## src/rtl/fb_sram_arbiter.sv

```systemverilog
`default_nettype none
// ============================================================================
// Module   : fb_sram_arbiter
// Function : Shares one async framebuffer SRAM between scan-out reads and
//            capture writes; read priority with a write starvation guard.
// Revision : 1.0 - initial release
// ============================================================================
module fb_sram_arbiter #(
   parameter int ADDR_W     = 17,
   parameter int DATA_W     = 18,
   parameter int RD_LAT     = 2,
   parameter int STARVE_MAX = 4
) (
   input  logic              clk,
   input  logic              rst,
   input  logic              rd_req,
   input  logic [ADDR_W-1:0] rd_addr,
   output logic              rd_ack,
   output logic              rd_valid,
   output logic [DATA_W-1:0] rd_data,
   input  logic              wr_req,
   input  logic [ADDR_W-1:0] wr_addr,
   input  logic [DATA_W-1:0] wr_data,
   output logic              wr_ack,
   output logic [ADDR_W-1:0] sram_addr,
   output logic [DATA_W-1:0] sram_dq_o,
   output logic              sram_dq_oe,
   input  logic [DATA_W-1:0] sram_dq_i,
   output logic              sram_ce_n,
   output logic              sram_oe_n,
   output logic              sram_we_n
);

   localparam int SW = (STARVE_MAX < 1) ? 1 : $clog2(STARVE_MAX + 1);
   localparam int CW = $clog2(RD_LAT + 1);
   localparam logic [SW-1:0] STARVE_LIM = SW'(STARVE_MAX);
   localparam logic [CW-1:0] RD_LAST    = CW'(RD_LAT);

   typedef enum logic [2:0] {
      ST_IDLE      = 3'd0,
      ST_RD        = 3'd1,
      ST_WR_SETUP  = 3'd2,
      ST_WR_STROBE = 3'd3,
      ST_WR_HOLD   = 3'd4
   } state_t;

   state_t          state;
   state_t          state_nxt;
   logic            rd_grant;
   logic            wr_grant;
   logic            rd_done;
   logic [SW-1:0]   starve_cnt;
   logic [CW-1:0]   rd_cnt;

   // Write wins a contested IDLE slot only once it has lost STARVE_MAX times.
   always_comb begin
      state_nxt = state;
      rd_grant  = 1'b0;
      wr_grant  = 1'b0;
      rd_done   = 1'b0;
      case (state)
         ST_IDLE: begin
            if (wr_req && (!rd_req || (starve_cnt == STARVE_LIM))) begin
               wr_grant  = 1'b1;
               state_nxt = ST_WR_SETUP;
            end else if (rd_req) begin
               rd_grant  = 1'b1;
               state_nxt = ST_RD;
            end
         end
         ST_RD: begin
            if (rd_cnt == RD_LAST) begin
               rd_done   = 1'b1;
               state_nxt = ST_IDLE;
            end
         end
         ST_WR_SETUP:  state_nxt = ST_WR_STROBE;
         ST_WR_STROBE: state_nxt = ST_WR_HOLD;
         ST_WR_HOLD:   state_nxt = ST_IDLE;
         default:      state_nxt = ST_IDLE;
      endcase
   end

   always_ff @(posedge clk or posedge rst) begin
      if (rst) begin
         state <= ST_IDLE;
      end else begin
         state <= state_nxt;
      end
   end

   always_ff @(posedge clk or posedge rst) begin
      if (rst) begin
         starve_cnt <= '0;
         rd_cnt     <= '0;
      end else begin
         if (wr_grant) begin
            starve_cnt <= '0;
         end else if (rd_grant && wr_req && (starve_cnt != STARVE_LIM)) begin
            starve_cnt <= starve_cnt + 1'b1;
         end
         if (rd_grant) begin
            rd_cnt <= CW'(1);
         end else if ((state == ST_RD) && !rd_done) begin
            rd_cnt <= rd_cnt + 1'b1;
         end
      end
   end

   // Strobes are registered from the next state so every SRAM pin is glitch-free.
   always_ff @(posedge clk or posedge rst) begin
      if (rst) begin
         sram_ce_n  <= 1'b1;
         sram_oe_n  <= 1'b1;
         sram_we_n  <= 1'b1;
         sram_dq_oe <= 1'b0;
         sram_addr  <= '0;
         sram_dq_o  <= '0;
         rd_ack     <= 1'b0;
         wr_ack     <= 1'b0;
         rd_valid   <= 1'b0;
         rd_data    <= '0;
      end else begin
         sram_ce_n  <= (state_nxt == ST_IDLE);
         sram_oe_n  <= (state_nxt != ST_RD);
         sram_we_n  <= (state_nxt != ST_WR_STROBE);
         sram_dq_oe <= (state_nxt == ST_WR_SETUP) || (state_nxt == ST_WR_STROBE) ||
                       (state_nxt == ST_WR_HOLD);
         rd_ack     <= rd_grant;
         wr_ack     <= wr_grant;
         rd_valid   <= rd_done;
         if (rd_grant) begin
            sram_addr <= rd_addr;
         end else if (wr_grant) begin
            sram_addr <= wr_addr;
            sram_dq_o <= wr_data;
         end
         if (rd_done) begin
            rd_data <= sram_dq_i;
         end
      end
   end

endmodule
`default_nettype wire
```

## config.mk

```make
export PLATFORM = sky130hd
export DESIGN_NAME = fb_sram_arbiter
export DESIGN_NICKNAME = d
export VERILOG_FILES = /design/src/rtl/fb_sram_arbiter.sv
export SDC_FILE = /design/constraint.sdc
export NUM_CORES = 1
export LEC_CHECK = 0
export CORE_ASPECT_RATIO = 1.1
export CORE_MARGIN = 2
export CORE_UTILIZATION = 43
export DETAILED_ROUTE_END_ITERATION = 6
export MAX_ROUTING_LAYER = met4
export PLACE_DENSITY = 0.85
export SYNTH_ARGS = -nofsm -noshare
export SYNTH_HDL_FRONTEND = slang
export SYNTH_SLANG_ARGS = --single-unit
export TNS_END_PERCENT = 5
```

## constraint.sdc

```tcl
create_clock -name clk -period 3.4 [get_ports clk]
set_input_delay 0.68 -clock clk [delete_from_list [all_inputs] [get_ports clk]]
set_output_delay 0.68 -clock clk [all_outputs]
set_load 0.02 [all_outputs]
```

==> results.toml, run 1 <==
[min_path]
hold-path-cell-count = 1
hold_path.class = "flop to flop"
worstHoldEndpoint = "sram_dq_o[12]$_DFFE_PP0P_"
min-delay-start = "sram_dq_o[12]$_DFFE_PP0P_"

[sta]
final_max_slew_viol_count = 0
clock_skew_ps = 6.67
max_freq_mhz = 416
maxSlewHeadroom_pct = 33.0
rsz0062_at_grt = "false"
min_period_ps = 2400
final.period_utilization_pct = 70.6
tightest_slew_ps = 990
finalHoldViolCount = 0
finalSetupViolCount = 0
setup_tns_ps = 0

[synthesis]
synth_nets = 265
synth-async-reset-ratio_pct = 100
syn_avg_cell_area_sq_um = 14.5
yosys.area.top_type_share_pct = 59.7
yosys-top-cells-area = "dfrtp_1 (60%), mux2_1 (7.4%), mux2_2 (7.4%)"
yosysTopAreaCell = "dfrtp_1"
ys_warn_count = 0
synth_cell_types = 30
synthTopCellsByCount = "dfrtp_1 (65), mux2_1 (18), mux2_2 (18)"
synth-edff-count = 0
synth-seq-cells = 68
syn-cell-area_sq_um = 2730
ys_seq_area_share_pct = 62.6
yosysMostFrequentCell = "dfrtp_1"
synthFlopType = "dfrtp_1"
synthCells = 188

[place]
finalWeightedCongestion = 0.773
hpwl_um = 4680
place_inst = 396
numPortBuffers = 133

[global_route]
grt_pass1_vias = 2098
antenna_found_initial = 0
grt_overflow = 0
grt_max_degree = 38
grt_first_pass_wirelength_um = 9970
grt.total_usage_pct = 19.5

[worst_setup_path]
critPathMaxStageDelay_ps = 640
startpoint_type = "input port"
critPathMaxFanout = 19
crit_required_ps = 3610
crit_arrival_ps = 2610
worstReg2RegStart = "state[2]$_DFF_PP0_"
reg2reg_to = "sram_dq_o[5]$_DFFE_PP0P_"
end_kind = "flop"
crit_type = "input port to flop"
r2r_slack_ps = 1330
worstPathCellList = "clkdlybuf4s50_1 -> or4b_1 -> nor2_8 -> mux2_1"
rr_worst_depth = 3
critPathSlowestCell = "or4b_1"

[clock_tree]
post_cts_buffers = 0
ctsResizeCount = 0
htree_levels = 3
cts_tree = "built"
clk_latency_ps = 330
cts.path.max_buffers = 2
cts-root-buf = "clkbuf_8"
clk_pin_slew_worst_paths_ps = 60
numCtsBuffers = 9
clkSinkCount = 68
hold_buffers = 0

[drt]
wirelength_um = 6430
dr.pass1.iters = 4
drt_iter0_markers = 54
vias = 2079
drc_errors = 0
wl_per_cell_um = 15.6
postRouteAntennaNets = 0
drt-vias-per-instance = 5.05

[layout]
antenna_cells = 0
area_delta_synth_final_pct = 60.2
fin_cells = 412
num-nets-final = 404
drive_above_1_share_pct = 14.5

[pwr]
p_leak_nw = 1.80
power.density_nw_per_um2 = 940
vdd_ir_drop_max_mv = 0.450

[die]
die_h_um = 87.5
rows = 30
start_util_pct = 44.3
pin_count = 134
dieArea_sq_um = 6990
die_w_um = 79.9
core_sq_um = 6160

[outcome]
status = "completed"

[job]
max_cap_violations = 0
[worst max path at each step]
| stage | slack [ps] | start | end | cells after the start |
|---|---|---|---|---|
| finish | 1000 | wr_req | sram_dq_o[5]$_DFFE_PP0P_ | 4 |
| global placement | 700 | wr_req | sram_dq_o[1]$_DFFE_PP0P_ | 4 |
| floorplan | 1010 | rst | rd_ack$_DFF_PP0_ | 1 |
| global route | 910 | wr_req | sram_dq_o[5]$_DFFE_PP0P_ | 4 |
| CTS | 1010 | wr_req | sram_dq_o[5]$_DFFE_PP0P_ | 4 |
| detailed placement | 660 | wr_req | sram_dq_o[2]$_DFFE_PP0P_ | 4 |
[registers in the layout, summed over array words and instances, names as in the netlist]
signal	flops
starve_cnt	3
sram_dq_oe	1
sram_oe_n	1
rd_cnt	2
sram_we_n	1
rd_ack	1
rd_data	18
sram_dq_o	18
wr_ack	1
rd_valid	1
sram_addr	17
sram_ce_n	1
state	3
[metal layers]
layer | vias to the layer above | share of wire, % | track usage [%]
li1 | 975 | - | -
met1 | 992 | 41 | 23.2
met2 | 98 | 49 | 31.3
met3 | 14 | 7.3 | 4.15
met4 | 0 | 2.5 | 9.86
met5 | - | 0 | -
[worst max-delay path: cells and delay by family]
kind                   cells  cell delay [ps]
and+or+nand+nor            2             1000
buffers and inverters      1              560
muxes                      1              360
[logic make-up (layout without fill, tap and decap cells)]
| logic type | after synthesis | count (layout) | share of synthesized area, % |
|---|---|---|---|
| mux | 36 | 36 | 14.9 |
| compound gates | 27 | 27 | 8.58 |
| buf+inv | 17 | 161 | 3.07 |
| xor+xnor | 1 | 1 | 0.321 |
| simple gates | 36 | 36 | 9.22 |
| flops | 68 | 68 | 62.6 |
| fa+ha+maj | 3 | 3 | 1.38 |
[per-stage QoR]
| step | setup slack (ps) | power, W | area, sq um | utilization, % | hold WS [ps] |
|---|---|---|---|---|---|
| final | 998 | 0.00411 | 4370 | 70.9 | 484 |
| after global placement | 697 | 0.00342 | 4170 | 67.7 | 469 |
| after CTS | 1010 | 0.00415 | 4370 | 70.9 | 491 |
| after global routing | 913 | 0.00434 | 4370 | 70.9 | 507 |
| after detailed placement | 661 | 0.00348 | 4170 | 67.7 | 477 |
| after floorplan | 1010 | 0.00252 | 2730 | - | 472 |
[area by class of cell]
| class | count | area (sq um) |
|---|---|---|
| multi-input cells | 103 | 956 |
| well taps | 80 | 100 |
| flip-flops and latches | 68 | 1710 |
| fillers | 432 | 1790 |
| repair buffers | 138 | 1380 |
| inverters | 7 | 26.3 |
| clock inverters | 2 | 35.0 |
| clock buffers | 14 | 163 |
[report_power, final]
part	total, W	leakage (nW)	internal (W)	switching (W)
sequential	0.00144	0.821	0.00121	0.000221
clock	0.000651	0.101	0.000379	0.000272
combinational	0.00202	0.877	0.00106	0.000958
total	0.00411	1.80	0.00265	0.00145
[cell usage in the layout (no fill, tap or decap), types with 4 or more instances in the layout]
cell type and instances:
o21ai_0 5, clkdlybuf4s50_1 133, a221o_1 13, or3_1 5, buf_4 4, mux2_2 18
inv_1 5, nor3b_1 15, mux2_1 18, o221a_2 4, clkbuf_8 11, dfrtp_1 65
No activity file was read; power rests on OpenSTA's default activity.
==> inputs of run 2 (changes only) <==
- CORE_UTILIZATION: 43 -> 36
- PLACE_DENSITY: 0.85 -> 0.76
- clock period: 3.4 -> 2.1 ns (I/O delays scaled with it)
==> run 2 against run 1 <==
Effect of this change:
- routed wire length is 0.19% lower
- clock power is 55% higher
- critical path depth up 1
- cell count is 4.6% higher
- core utilization decreased by 10 points
- cell area up 2.8%
- largest cell class unchanged
==> results.toml, run 2 (synthesis results as in run 1) <==
[die]
dieArea_sq_um = 8290
start_util_pct = 36.9
pin_count = 134
core_sq_um = 7390
die_h_um = 95.3
die_w_um = 87.0
rows = 33

[min_path]
hold_path.class = "input port to async pin"

[clock_tree]
clk_pin_slew_worst_paths_ps = 70
post_cts_buffers = 0
clkSinkCount = 68
hold_buffers = 0
cts.path.max_buffers = 2
numCtsBuffers = 9
cts_tree = "built"
clk_latency_ps = 330
cts-root-buf = "clkbuf_8"
htree_levels = 3
ctsResizeCount = 0

[worst_setup_path]
critPathSlowestCell = "or4b_1"
end_kind = "flop"
rr_worst_depth = 4
cp_top_family = "simple AND/OR/NAND/NOR gates"
worstReg2RegStart = "state[0]$_DFF_PP0_"
critPathMaxStageDelay_ps = 560
r2r_slack_ps = 220
path_buf_inv = 2
worstPathCellList = "clkdlybuf4s50_1 -> or4b_1 -> buf_4 -> or3_1 -> o221a_2"
startpoint_type = "input port"
crit_type = "input port to flop"
critPathMaxFanout = 12
crit_arrival_ps = 2180
crit_required_ps = 2320
reg2reg_to = "sram_addr[15]$_DFFE_PP0P_"

[drt]
wl_met1_um = 2710
drt-vias-per-instance = 4.92
postRouteAntennaNets = 0
drt_iter0_markers = 49
vias = 2121
route.met3.wl_um = 527
wirelength_um = 6420
wl_per_cell_um = 14.9
wl_met2_um = 3160
highest_layer = "met4"
drc_errors = 0
dr.pass1.iters = 4

[sta]
min_period_ps = 1970
max_freq_mhz = 509
maxSlewHeadroom_pct = 67.7
worst_slack_ps = 135
finalHoldViolCount = 0
tightest_slew_ps = 483
final.period_utilization_pct = 93.6
rsz0062_at_grt = "false"
final_max_slew_viol_count = 0
clock_skew_ps = 12.3
finalSetupViolCount = 0
setup_tns_ps = 0

[pwr]
p_leak_nw = 1.86
power.net_switching_w = 0.00239
swShare_pct = 35.4
p_int_w = 0.00436
p_comb_share_pct = 51.1
p_seq_share_pct = 33.9
power.density_nw_per_um2 = 1500
power_w = 0.00675
vdd_ir_drop_max_mv = 0.694
pwr-share-clk_pct = 15.0

[outcome]
status = "completed"

[global_route]
antenna_found_initial = 0
grt_pass1_vias = 2146
grt_max_degree = 31
grt_first_pass_wirelength_um = 10100
grt_overflow = 0
grt.total_usage_pct = 16.3

[place]
finalWeightedCongestion = 0.759
numPortBuffers = 133
pre_cts_ws_ps = -204
place_inst = 415
hpwl_um = 4820

[layout]
fin_cells = 431
num-nets-final = 416
fillCellCount = 623
area_delta_synth_final_pct = 64.6
final_common_cell = "clkdlybuf4s50_1"
final_cell_mix = "clkdlybuf4s50_1 (133), dfrtp_1 (65), mux2_2 (18), mux2_1 (18), nor3b_1 (15)"
biggestRegsByFlops = "rd_data x18, sram_dq_o x18, sram_addr x17"
drive_above_1_share_pct = 17.2
antenna_cells = 0

[job]
max_cap_violations = 0
-- run 2: how the worst max path moves through the flow --
stage          slack, ps                from  cells past startpoint                         to
2_1_floorplan        240  state[2]$_DFF_PP0_                      5   sram_dq_o[0]$_DFFE_PP0P_
3_3_place_gp        -160              wr_req                      5  sram_addr[14]$_DFFE_PP0P_
3_5_place_dp        -200              wr_req                      5  sram_addr[12]$_DFFE_PP0P_
4_1_cts              160              wr_req                      5  sram_addr[15]$_DFFE_PP0P_
5_1_grt               80              wr_req                      6   sram_addr[3]$_DFFE_PP0P_
6_report             130              wr_req                      5  sram_addr[15]$_DFFE_PP0P_
-- run 2: final cells by class --
cell class / instances / area (sq um) / share of cell area [%]
clock buffers: 13 / 139 / 3.09
clock inverters: 3 / 40.0 / 0.892
inverters: 7 / 30.0 / 0.669
multi-input cells: 103 / 956 / 21.3
flip-flops and latches: 68 / 1710 / 38.0
well taps: 87 / 109 / 2.43
repair buffers: 150 / 1510 / 33.6
-- run 2: routing by layer --
metal / up-vias / track usage (%)
li1: 993 / -
met4: 0 / 4.56
met1: 1024 / 18.7
met5: - / -
met2: 98 / 26.8
met3: 6 / 5.89
-- run 2: metrics by stage --
step | util (%) | hold slack [ps] | area [sq um]
detailed placement | 58.3 | 478 | 4310
global route | 60.7 | 503 | 4490
floorplan | - | 472 | 2730
finish | 60.7 | 476 | 4490
CTS | 60.7 | 478 | 4490
global placement | 58.3 | 467 | 4310
-- run 2: power by group through the flow --
stage	clock [W]	combinational (W)	sequential, W
final	0.00101	0.00345	0.00229
after detailed placement	0	0.00350	0.00231
after CTS	0.00104	0.00350	0.00230
after global placement	0	0.00343	0.00228
after floorplan	0	0.00109	0.00299
after global routing	0.00108	0.00369	0.00237
